$ cat config.mk
export PLATFORM = sky130hd
export DESIGN_NAME = op_dispatcher_flat
export DESIGN_NICKNAME = d
export VERILOG_FILES = /design/src/rtl/op_dispatcher.sv /design/src/rtl/op_dispatcher_if.sv /design/src/flat_wrapper.sv
export SDC_FILE = /design/constraint.sdc
export NUM_CORES = 1
export LEC_CHECK = 0
export BUFFER_PORTS_ARGS = -buffer_cell sky130_fd_sc_hd__buf_2
export CAP_MARGIN = 20
export CORE_AREA = 5 5 99 125
export DETAILED_ROUTE_END_ITERATION = 10
export DIE_AREA = 0 0 104 130
export PLACE_DENSITY = 0.71
export SLEW_MARGIN = 20
export SYNTH_ARGS = -nofsm -noshare
export SYNTH_HDL_FRONTEND = slang
export SYNTH_SLANG_ARGS = --single-unit
export TNS_END_PERCENT = 100
$ cat constraint.sdc
create_clock -name clk -period 2.09 [get_ports clk]
set_clock_uncertainty 0.1 [all_clocks]
set_input_delay 0.1045 -clock clk [delete_from_list [all_inputs] [get_ports clk]]
set_output_delay 0.1045 -clock clk [all_outputs]
set_load 0.05 [all_outputs]
$ cat src/rtl/op_dispatcher.sv
// Op sequencer: accepts one motion/mode op, broadcasts it on the op bus and
// runs the trigger/rdy handshake with the linear or circular handler.

package op_pkg;
    localparam logic [7:0] CMD_G00 = 8'd0;
    localparam logic [7:0] CMD_G01 = 8'd1;
    localparam logic [7:0] CMD_G02 = 8'd2;
    localparam logic [7:0] CMD_G03 = 8'd3;
    localparam logic [7:0] CMD_G90 = 8'd90;
    localparam logic [7:0] CMD_G91 = 8'd91;

    typedef struct packed {
        logic [7:0]         cmd;
        logic signed [15:0] x;
        logic signed [15:0] y;
        logic signed [15:0] i;
        logic signed [15:0] j;
        logic [7:0]         flags;
    } Op_st;
endpackage

module op_dispatcher
    import op_pkg::*;
#(
    parameter int MODE_HOLD_CYCLES = 4,
    parameter int TIMEOUT_CYCLES   = 1024
) (
    input  logic        clk,
    input  logic        reset,
    input  logic        clk_en,
    input  Op_st        op_in,
    input  logic        op_valid,
    output logic        op_rdy,
    output Op_st        op,
    OpHandler_IF.master lin_intf,
    OpHandler_IF.master circ_intf,
    output logic        busy,
    output logic        done,
    output logic        err_unsupported,
    output logic        err_timeout
);

    typedef enum logic [2:0] {
        S_IDLE,
        S_TRIGGER,
        S_WAIT_DONE,
        S_MODE_HOLD,
        S_DONE
    } state_e;

    localparam logic [15:0] HOLD_LAST = 16'(MODE_HOLD_CYCLES - 1);
    localparam logic [15:0] TO_LAST   = 16'(TIMEOUT_CYCLES - 1);

    state_e      r_state, w_state_nxt;
    logic [15:0] r_cnt, w_cnt_nxt;
    logic        r_sel_circ, w_sel_circ_nxt;
    logic        r_err_unsup, w_err_unsup_nxt;
    logic        r_err_to, w_err_to_nxt;
    Op_st        r_op;

    logic        r_op_rdy, r_busy, r_done, r_lin_trig, r_circ_trig;
    logic        w_op_rdy_nxt, w_busy_nxt, w_done_nxt, w_lin_trig_nxt, w_circ_trig_nxt;

    logic        w_accept;
    logic        w_sel_rdy;

    // NOTE: acceptance is qualified by the registered op_rdy, so an op offered
    // while op_rdy is still low right after reset release is never swallowed.
    assign w_accept  = (r_state == S_IDLE) && r_op_rdy && op_valid;
    assign w_sel_rdy = r_sel_circ ? circ_intf.rdy : lin_intf.rdy;

    // NOTE: reset is checked ahead of clk_en so it takes effect on any edge.
    always_ff @(posedge clk) begin
        if (!reset) begin
            r_state     <= S_IDLE;
            r_cnt       <= '0;
            r_sel_circ  <= 1'b0;
            r_err_unsup <= 1'b0;
            r_err_to    <= 1'b0;
            r_op        <= '0;
        end else if (clk_en) begin
            r_state     <= w_state_nxt;
            r_cnt       <= w_cnt_nxt;
            r_sel_circ  <= w_sel_circ_nxt;
            r_err_unsup <= w_err_unsup_nxt;
            r_err_to    <= w_err_to_nxt;
            if (w_accept) begin
                r_op <= op_in;
            end
        end
    end

    always_comb begin
        w_state_nxt     = r_state;
        w_cnt_nxt       = r_cnt;
        w_sel_circ_nxt  = r_sel_circ;
        w_err_unsup_nxt = r_err_unsup;
        w_err_to_nxt    = r_err_to;
        case (r_state)
            S_IDLE: begin
                if (w_accept) begin
                    w_cnt_nxt       = '0;
                    w_err_unsup_nxt = 1'b0;
                    w_err_to_nxt    = 1'b0;
                    case (op_in.cmd)
                        CMD_G00, CMD_G01: begin
                            w_sel_circ_nxt = 1'b0;
                            w_state_nxt    = S_TRIGGER;
                        end
                        CMD_G02, CMD_G03: begin
                            w_sel_circ_nxt = 1'b1;
                            w_state_nxt    = S_TRIGGER;
                        end
                        CMD_G90, CMD_G91: w_state_nxt = S_MODE_HOLD;
                        default: begin
                            w_err_unsup_nxt = 1'b1;
                            w_state_nxt     = S_DONE;
                        end
                    endcase
                end
            end
            S_TRIGGER: begin
                if (!w_sel_rdy) begin
                    w_state_nxt = S_WAIT_DONE;
                end else if (r_cnt == TO_LAST) begin
                    w_err_to_nxt = 1'b1;
                    w_state_nxt  = S_DONE;
                end else begin
                    w_cnt_nxt = r_cnt + 16'd1;
                end
            end
            S_WAIT_DONE: begin
                if (w_sel_rdy) begin
                    w_state_nxt = S_DONE;
                end
            end
            S_MODE_HOLD: begin
                if (r_cnt == HOLD_LAST) begin
                    w_state_nxt = S_DONE;
                end else begin
                    w_cnt_nxt = r_cnt + 16'd1;
                end
            end
            S_DONE:  w_state_nxt = S_IDLE;
            default: w_state_nxt = S_IDLE;
        endcase
    end

    // Outputs are decoded from the next state and registered alongside it.
    always_comb begin
        w_op_rdy_nxt    = (w_state_nxt == S_IDLE);
        w_busy_nxt      = (w_state_nxt != S_IDLE);
        w_done_nxt      = (w_state_nxt == S_DONE);
        w_lin_trig_nxt  = (w_state_nxt == S_TRIGGER) && !w_sel_circ_nxt;
        w_circ_trig_nxt = (w_state_nxt == S_TRIGGER) && w_sel_circ_nxt;
    end

    always_ff @(posedge clk) begin
        if (!reset) begin
            r_op_rdy    <= 1'b0;
            r_busy      <= 1'b0;
            r_done      <= 1'b0;
            r_lin_trig  <= 1'b0;
            r_circ_trig <= 1'b0;
        end else if (clk_en) begin
            r_op_rdy    <= w_op_rdy_nxt;
            r_busy      <= w_busy_nxt;
            r_done      <= w_done_nxt;
            r_lin_trig  <= w_lin_trig_nxt;
            r_circ_trig <= w_circ_trig_nxt;
        end
    end

    assign op_rdy            = r_op_rdy;
    assign op                = r_op;
    assign busy              = r_busy;
    assign done              = r_done;
    assign err_unsupported   = r_err_unsup;
    assign err_timeout       = r_err_to;
    assign lin_intf.trigger  = r_lin_trig;
    assign circ_intf.trigger = r_circ_trig;

endmodule

$ cat src/rtl/op_dispatcher_if.sv
// Trigger/rdy handshake between the dispatcher (master) and one op handler.

interface OpHandler_IF;
    logic trigger;
    logic rdy;

    modport master (output trigger, input rdy);
    modport slave  (input trigger, output rdy);
endinterface

$ cat src/flat_wrapper.sv
// flat-port wrapper written by rule: the top's interface ports become plain ports
module op_dispatcher_flat import op_pkg::*;
#(
    parameter int MODE_HOLD_CYCLES = 4,
    parameter int TIMEOUT_CYCLES   = 1024
)
  (clk, reset, clk_en, op_in, op_valid, op_rdy, op, busy, done, err_unsupported, err_timeout, lin_intf_trigger, lin_intf_rdy, circ_intf_trigger, circ_intf_rdy);
  OpHandler_IF lin_intf_i ();
  OpHandler_IF circ_intf_i ();
  input  logic clk;
  input  logic reset;
  input  logic clk_en;
  input  Op_st op_in;
  input  logic op_valid;
  output logic op_rdy;
  output Op_st op;
  output logic busy;
  output logic done;
  output logic err_unsupported;
  output logic err_timeout;
  output wire logic [$bits(lin_intf_i.trigger)-1:0] lin_intf_trigger;
  input wire logic [$bits(lin_intf_i.rdy)-1:0] lin_intf_rdy;
  output wire logic [$bits(circ_intf_i.trigger)-1:0] circ_intf_trigger;
  input wire logic [$bits(circ_intf_i.rdy)-1:0] circ_intf_rdy;
  assign lin_intf_trigger = lin_intf_i.trigger;
  assign lin_intf_i.rdy = lin_intf_rdy;
  assign circ_intf_trigger = circ_intf_i.trigger;
  assign circ_intf_i.rdy = circ_intf_rdy;
  op_dispatcher #(.MODE_HOLD_CYCLES(MODE_HOLD_CYCLES), .TIMEOUT_CYCLES(TIMEOUT_CYCLES)) u_core (.clk(clk), .reset(reset), .clk_en(clk_en), .op_in(op_in), .op_valid(op_valid), .op_rdy(op_rdy), .op(op), .lin_intf(lin_intf_i), .circ_intf(circ_intf_i), .busy(busy), .done(done), .err_unsupported(err_unsupported), .err_timeout(err_timeout));
endmodule
==> results.yml, run 1 <==
die:
  initial_core_util_pct: 40.3
  die-area_sq_mm: 0.0135
  io_pins: 173
  core_sq_mm: 0.0110
  die_w_um: 104
  num_rows: 43
  die_y_um: 130
cells_and_area:
  area_delta_synth_final_pct: 51.1
  final_area_sq_mm: 0.00669
  fillers: 925
  final_cell_mix: "buf_2 (172), nand2_1 (171), dfxtp_1 (106)"
  ff_latch_area_sq_mm: 0.00214
  nNetsFinal: 867
  drive_gt1_share_pct: 30.2
  multiInputGateArea_sq_mm: 0.00217
  finalNonFillerCells: 921
  mostFrequentLayoutCell: "buf_2"
logic_synthesis:
  synthArstFlopShare_pct: 0
  yosys_warnings: 0
  syn-num-nets: 611
  synth_seq_area_share_pct: 48.4
  syn-instance-count: 524
  netlist_area_sq_mm: 0.00442
  synth_seq_cells: 107
  avgSynthCellArea_sq_um: 8.44
  synth_edf_count: 0
  synth_ff_type: "dfxtp_1"
  yosys.cell_types.count: 43
worst_setup_path:
  crit_fanout: 14
  crit_start: "u_core.r_cnt[15]"
  start_kind: "register"
  cp-end-kind: "register"
  r2r_cells: 6
  critical_path_arrival_ns: 2.19
  r2r_start: "u_core.r_cnt[15]"
  criticalPathCategory: "register to register"
  r2r_slack_ns: 0.03
  r2r-end: "u_core.r_cnt[10]"
  cp.required_ns: 2.22
hold_path:
  hold_start: "clk_en"
  hold-path-endpoint: "u_core.r_state[0]"
  hold_path_class: "input port to register"
  hold_path_depth: 3
global_routing:
  met1_usage_pct: 21.6
  grt_max_degree: 49
  grt_pass1_vias: 4583
  grt_pass1_wl_mm: 21.6
  top_usage_layer: "met2"
  grt_use_met3_pct: 4.65
  gr-total-overflow: 0
  grtUsageTotal_pct: 19.4
  antenna_found_initial: 0
  use_met2_pct: 34.4
pwr:
  vdd_drop_max_mv: 0.336
  power.net_switching_mw: 1.12
  p_sw_share_pct: 25.4
  seq_power_share_pct: 47.8
  pwr-share-comb_pct: 13.3
  intPower_mw: 3.29
  total_power_mw: 4.41
  power_leakage_nw: 2.79
  p_per_area_mw_per_mm2: 660
  pwr-share-clk_pct: 38.9
routing:
  ant_nets: 0
  drt_iter0_drc: 178
  wire_per_inst_um: 14.5
  dr_total_vias: 4547
  drt_wl_total_mm: 13.4
  via_per_inst: 4.94
  first_pass_iters: 4
  drc: 0
timing:
  drv_slew: 0
  min_period_ns: 2.06
  setup_ws_ns: 0.0332
  worst_pin_slew_ns: 0.531
  fin_hold_ws_ns: 0.0907
  slew_headroom_pct: 64.5
  period_share_pct: 98.4
  setup_viol: 0
  timing.final.hold_violations: 0
  timing.fmax_ghz: 0.486
  rsz0062_at_grt: "yes"
clock_tree:
  clockRootBuffer: "clkbuf_16"
  clockBufferDepth: 2
  post_cts_buffers: 0
  cts.sinks: 107
  clkTransAtPathRegs_ns: 0.07
  cts_max_level: 3
  cts_tree: "built"
  insertion_delay_ns: 0.34
  numCtsBuffers: 9
place:
  dp_cells: 824
  routabilityCongestion: 0.898
  dpl_worst_slack_ns: 0.000180
  port_buffers: 172
  dpl_cell_area_sq_mm: 0.00553
  place_hpwl_mm: 8.76
outcome:
  outcome: "complete, no violations"
flow_run:
  cap_violations: 0
-- how the worst max path moves through the flow --
stage,endpoint,slack [ns],cells after the start
after detailed placement,u_core.r_cnt[12],0.0002,7
after global placement,u_core.r_cnt[12],0.01,7
after floorplan,u_core.r_cnt[11],0.11,7
final,u_core.r_cnt[10],0.03,6
after CTS,u_core.op_rdy,0.005,8
after global routing,u_core.r_cnt[10],-0.08,6
-- final cells by class --
| type | count | area share [%] |
|---|---|---|
| diodes | 1 | 0.0374 |
| clock buffers | 10 | 3.43 |
| clock inverters | 6 | 1.10 |
| inverters | 6 | 0.337 |
| multi-input cells | 379 | 32.5 |
| flip-flops and latches | 107 | 32.1 |
| well taps | 135 | 2.53 |
| repair buffers | 277 | 28.0 |
-- cell families after synthesis --
logic type	after synthesis	synth area share, %
flops	107	48.4
simple gates	254	26.1
buf+inv	38	3.68
mux	3	0.707
xor+xnor	15	2.97
fa+ha+maj	1	0.283
compound gates	106	17.8
-- sequential cells by signal, summed over array words and instances (netlist names) --
| register | flops |
|---|---|
| u_core.err_timeout | 1 |
| u_core.r_sel_circ | 1 |
| u_core.circ_intf.trigger | 1 |
| u_core.lin_intf.trigger | 1 |
| u_core.err_unsupported | 1 |
| u_core.busy | 1 |
| u_core.op_rdy | 1 |
| u_core.r_state | 3 |
| u_core.op | 80 |
| u_core.r_cnt | 16 |
| u_core.done | 1 |
-- synth_stat cells, types with 3 or more instances --
master,count,area [sq um]
o21ai_0,5,25.0
dfxtp_1,107,2140
inv_1,6,22.5
and3_1,3,18.8
nor2_1,22,82.6
nand2_1,172,646
a21oi_1,4,20.0
nand4_1,5,31.3
a21boi_0,81,608
nand3_1,10,50.1
xnor2_1,15,131
nor2b_1,4,25.0
nor3_2,8,80.1
clkbuf_1,30,113
nand2b_1,5,31.3
and4_1,3,26.3
nor3_1,7,35.0
nor4_1,4,25.0
-- power by group through the flow --
stage,clock (mW),combinational (mW),sequential [mW]
final,1.72,0.585,2.11
after floorplan,0,0.159,2.28
after CTS,1.77,0.576,2.11
after detailed placement,0,0.458,2.16
after global routing,1.87,0.630,2.11
after global placement,0,0.450,2.15
-- stage by stage --
stage / TNS, ns / util [%]
CTS: 0 / 60.5
floorplan: 0 / -
finish: 0 / 60.9
detailed placement: 0 / 50.4
global route: -0.358 / 60.9
global placement: 0 / 50.4
-- repair_timing --
action / 4_1_cts / 5_1_grt
pin swaps: 0 / 1
endpoints found under the hold margin: 80 / 0
gates resized for setup: 1 / 8
hold buffers: 80 / 0
setup endpoints to repair: 1 / 21
-- worst max-delay path: stages (launching register included) --
cell and delay (ns):
dfxtp_1 0.32, or4_4 0.55, nor4_4 0.32, a22o_4 0.30, nor3_2 0.09, xnor2_1 0.21
nor2_1 0.06
-- metal layers --
metal,part of all wire (%),routed length [um],up-vias
met2,52,6910,149
met4,3.9,528,0
li1,-,-,2254
met5,0,0,-
met3,5.4,728,45
met1,39,5230,2099
(Power assumes the default switching activity.)
==> run 2, diff against run 1 <==
--- a/config.mk
+++ b/config.mk
@@ -7,10 +7,12 @@
 export LEC_CHECK = 0
 export BUFFER_PORTS_ARGS = -buffer_cell sky130_fd_sc_hd__buf_2
 export CAP_MARGIN = 20
-export CORE_AREA = 5 5 99 125
+export CELL_PAD_IN_SITES_DETAIL_PLACEMENT = 2
+export CELL_PAD_IN_SITES_GLOBAL_PLACEMENT = 2
+export CORE_AREA = 5 5 128 160
 export DETAILED_ROUTE_END_ITERATION = 10
-export DIE_AREA = 0 0 104 130
-export PLACE_DENSITY = 0.71
+export DIE_AREA = 0 0 133 165
+export PLACE_DENSITY_LB_ADDON = 0.1
 export SLEW_MARGIN = 20
 export SYNTH_ARGS = -nofsm -noshare
 export SYNTH_HDL_FRONTEND = slang
==> results.yml, run 2 (synthesized netlist as in run 1, its figures left out) <==
hold_path:
  hold_path_class: "input port to register"
  hold_start: "reset"
timing:
  worst_pin_slew_ns: 0.443
  min_period_ns: 2.04
  timing.final.hold_violations: 0
  setup_ws_ns: 0.0509
  setup_viol: 0
  rsz0062_at_grt: "yes"
  drv_slew: 0
  slew_headroom_pct: 70.2
  period_share_pct: 97.6
  timing.fmax_ghz: 0.490
routing:
  wire_per_inst_um: 16.7
  via_per_inst: 4.57
  first_pass_iters: 4
  drc: 0
  dr_total_vias: 4687
  drt_wl_total_mm: 17.1
  ant_nets: 0
  drt_iter0_drc: 126
cells_and_area:
  finalNonFillerCells: 1026
  final_cell_mix: "buf_2 (172), nand2_1 (171), dfxtp_1 (105)"
  mostFrequentLayoutCell: "buf_2"
  area_delta_synth_final_pct: 56.0
  diodes: 0
  nNetsFinal: 876
  largest_reg_flops: 80
  final_area_sq_mm: 0.00690
  drive_gt1_share_pct: 31.6
die:
  core_sq_mm: 0.0187
  initial_core_util_pct: 23.6
  die-area_sq_mm: 0.0219
  die_w_um: 133
  die_y_um: 165
  num_rows: 56
  io_pins: 173
worst_setup_path:
  criticalPathCategory: "register to register"
  critPathBufInv: 1
  cp-end-kind: "register"
  critical_path_arrival_ns: 2.19
  cp.required_ns: 2.24
  cp_top_family: "simple AND/OR/NAND/NOR gates"
  cp_slowest_cell: "or4_4"
  crit_chain: "or4_4, nor4_4, buf_4, a32oi_1, nand2_1, nor2_2, o21a_1"
  r2r_start: "u_core.r_cnt[15]"
  start_kind: "register"
  cp_slowest_stage_delay_ns: 0.54
  crit_start: "u_core.r_cnt[15]"
  crit_fanout: 4
global_routing:
  grt_max_degree: 81
  gr-total-overflow: 0
  grtUsageTotal_pct: 15.7
  grt_pass1_vias: 5325
  antenna_found_initial: 1
  grt_pass1_wl_mm: 27.5
place:
  routabilityCongestion: 0.787
  place_hpwl_mm: 11.7
  port_buffers: 172
  dpl_cell_area_sq_mm: 0.00573
  dpl_worst_slack_ns: -0.0261
  dp_cells: 928
clock_tree:
  cts.sinks: 107
  cts_max_level: 3
  insertion_delay_ns: 0.36
  clockBufferDepth: 2
  clkTransAtPathRegs_ns: 0.07
  clockRootBuffer: "clkbuf_16"
  numCtsBuffers: 9
  cts_tree: "built"
pwr:
  p_per_area_mw_per_mm2: 642
  vdd_drop_max_mv: 0.347
  power_leakage_nw: 2.84
  total_power_mw: 4.43
flow_run:
  cap_violations: 0
outcome:
  outcome: "complete, no violations"
## run 2: area by class of cell
cell class | count | area (sq um)
timing repair buffer | 286 | 1970
sequential | 107 | 2140
inverter | 6 | 22.5
fill | 2114 | 11800
clock buffer | 9 | 225
clock inverter | 7 | 58.8
multi-input combinational | 379 | 2190
tap | 232 | 290
## run 2: path summary, 6_finish.rpt
check	cells past startpoint	slack (ns)	end
setup reg to reg	7	0.05	u_core.op_rdy
setup / recovery	7	0.05	u_core.op_rdy
hold reg to reg	2	0.36	u_core.op[25]
hold / removal	2	0.02	u_core.op[70]
## run 2: through the flow
| stage | util (%) | setup TNS [ns] | hold slack, ns |
|---|---|---|---|
| 2_1_floorplan | - | 0 | 0.149 |
| 4_1_cts | 36.6 | 0 | 0.0197 |
| 6_report | 36.9 | 0 | 0.0224 |
| 3_3_place_gp | 30.6 | -0.00124 | 0.255 |
| 3_5_place_dp | 30.6 | -0.0737 | 0.267 |
| 5_1_grt | 36.9 | -0.113 | 0.0267 |
## run 2: timing repair
item | 4_1_cts | 5_1_grt
hold buffers | 80 | 0
hold endpoints to repair | 80 | 0
endpoints found under the setup margin | 10 | 20
setup buffers | 0 | 2
gates resized for setup | 4 | 10
pin swaps | 0 | 3
## run 2: worst reg2reg max path, stage by stage, from the launching register on
cell and delay [ns]:
dfxtp_2 0.32, or4_4 0.54, nor4_4 0.33, buf_4 0.18
a32oi_1 0.10, nand2_1 0.13, nor2_2 0.06, o21a_1 0.18
## run 2: layer usage
metal	GRT usage, %	part of all wire, %
met5	0	0.064
met4	5.06	1.9
met3	4.81	5.9
met2	30.4	56
met1	16.0	36
## run 2: power by group
part           total [mW]  leakage [nW]  internal, mW  switching (mW)
sequential           2.11         0.865          2.08          0.0277
clock                1.71         0.144         0.835           0.873
combinational       0.613          1.83         0.274           0.339
total                4.43          2.84          3.19            1.24
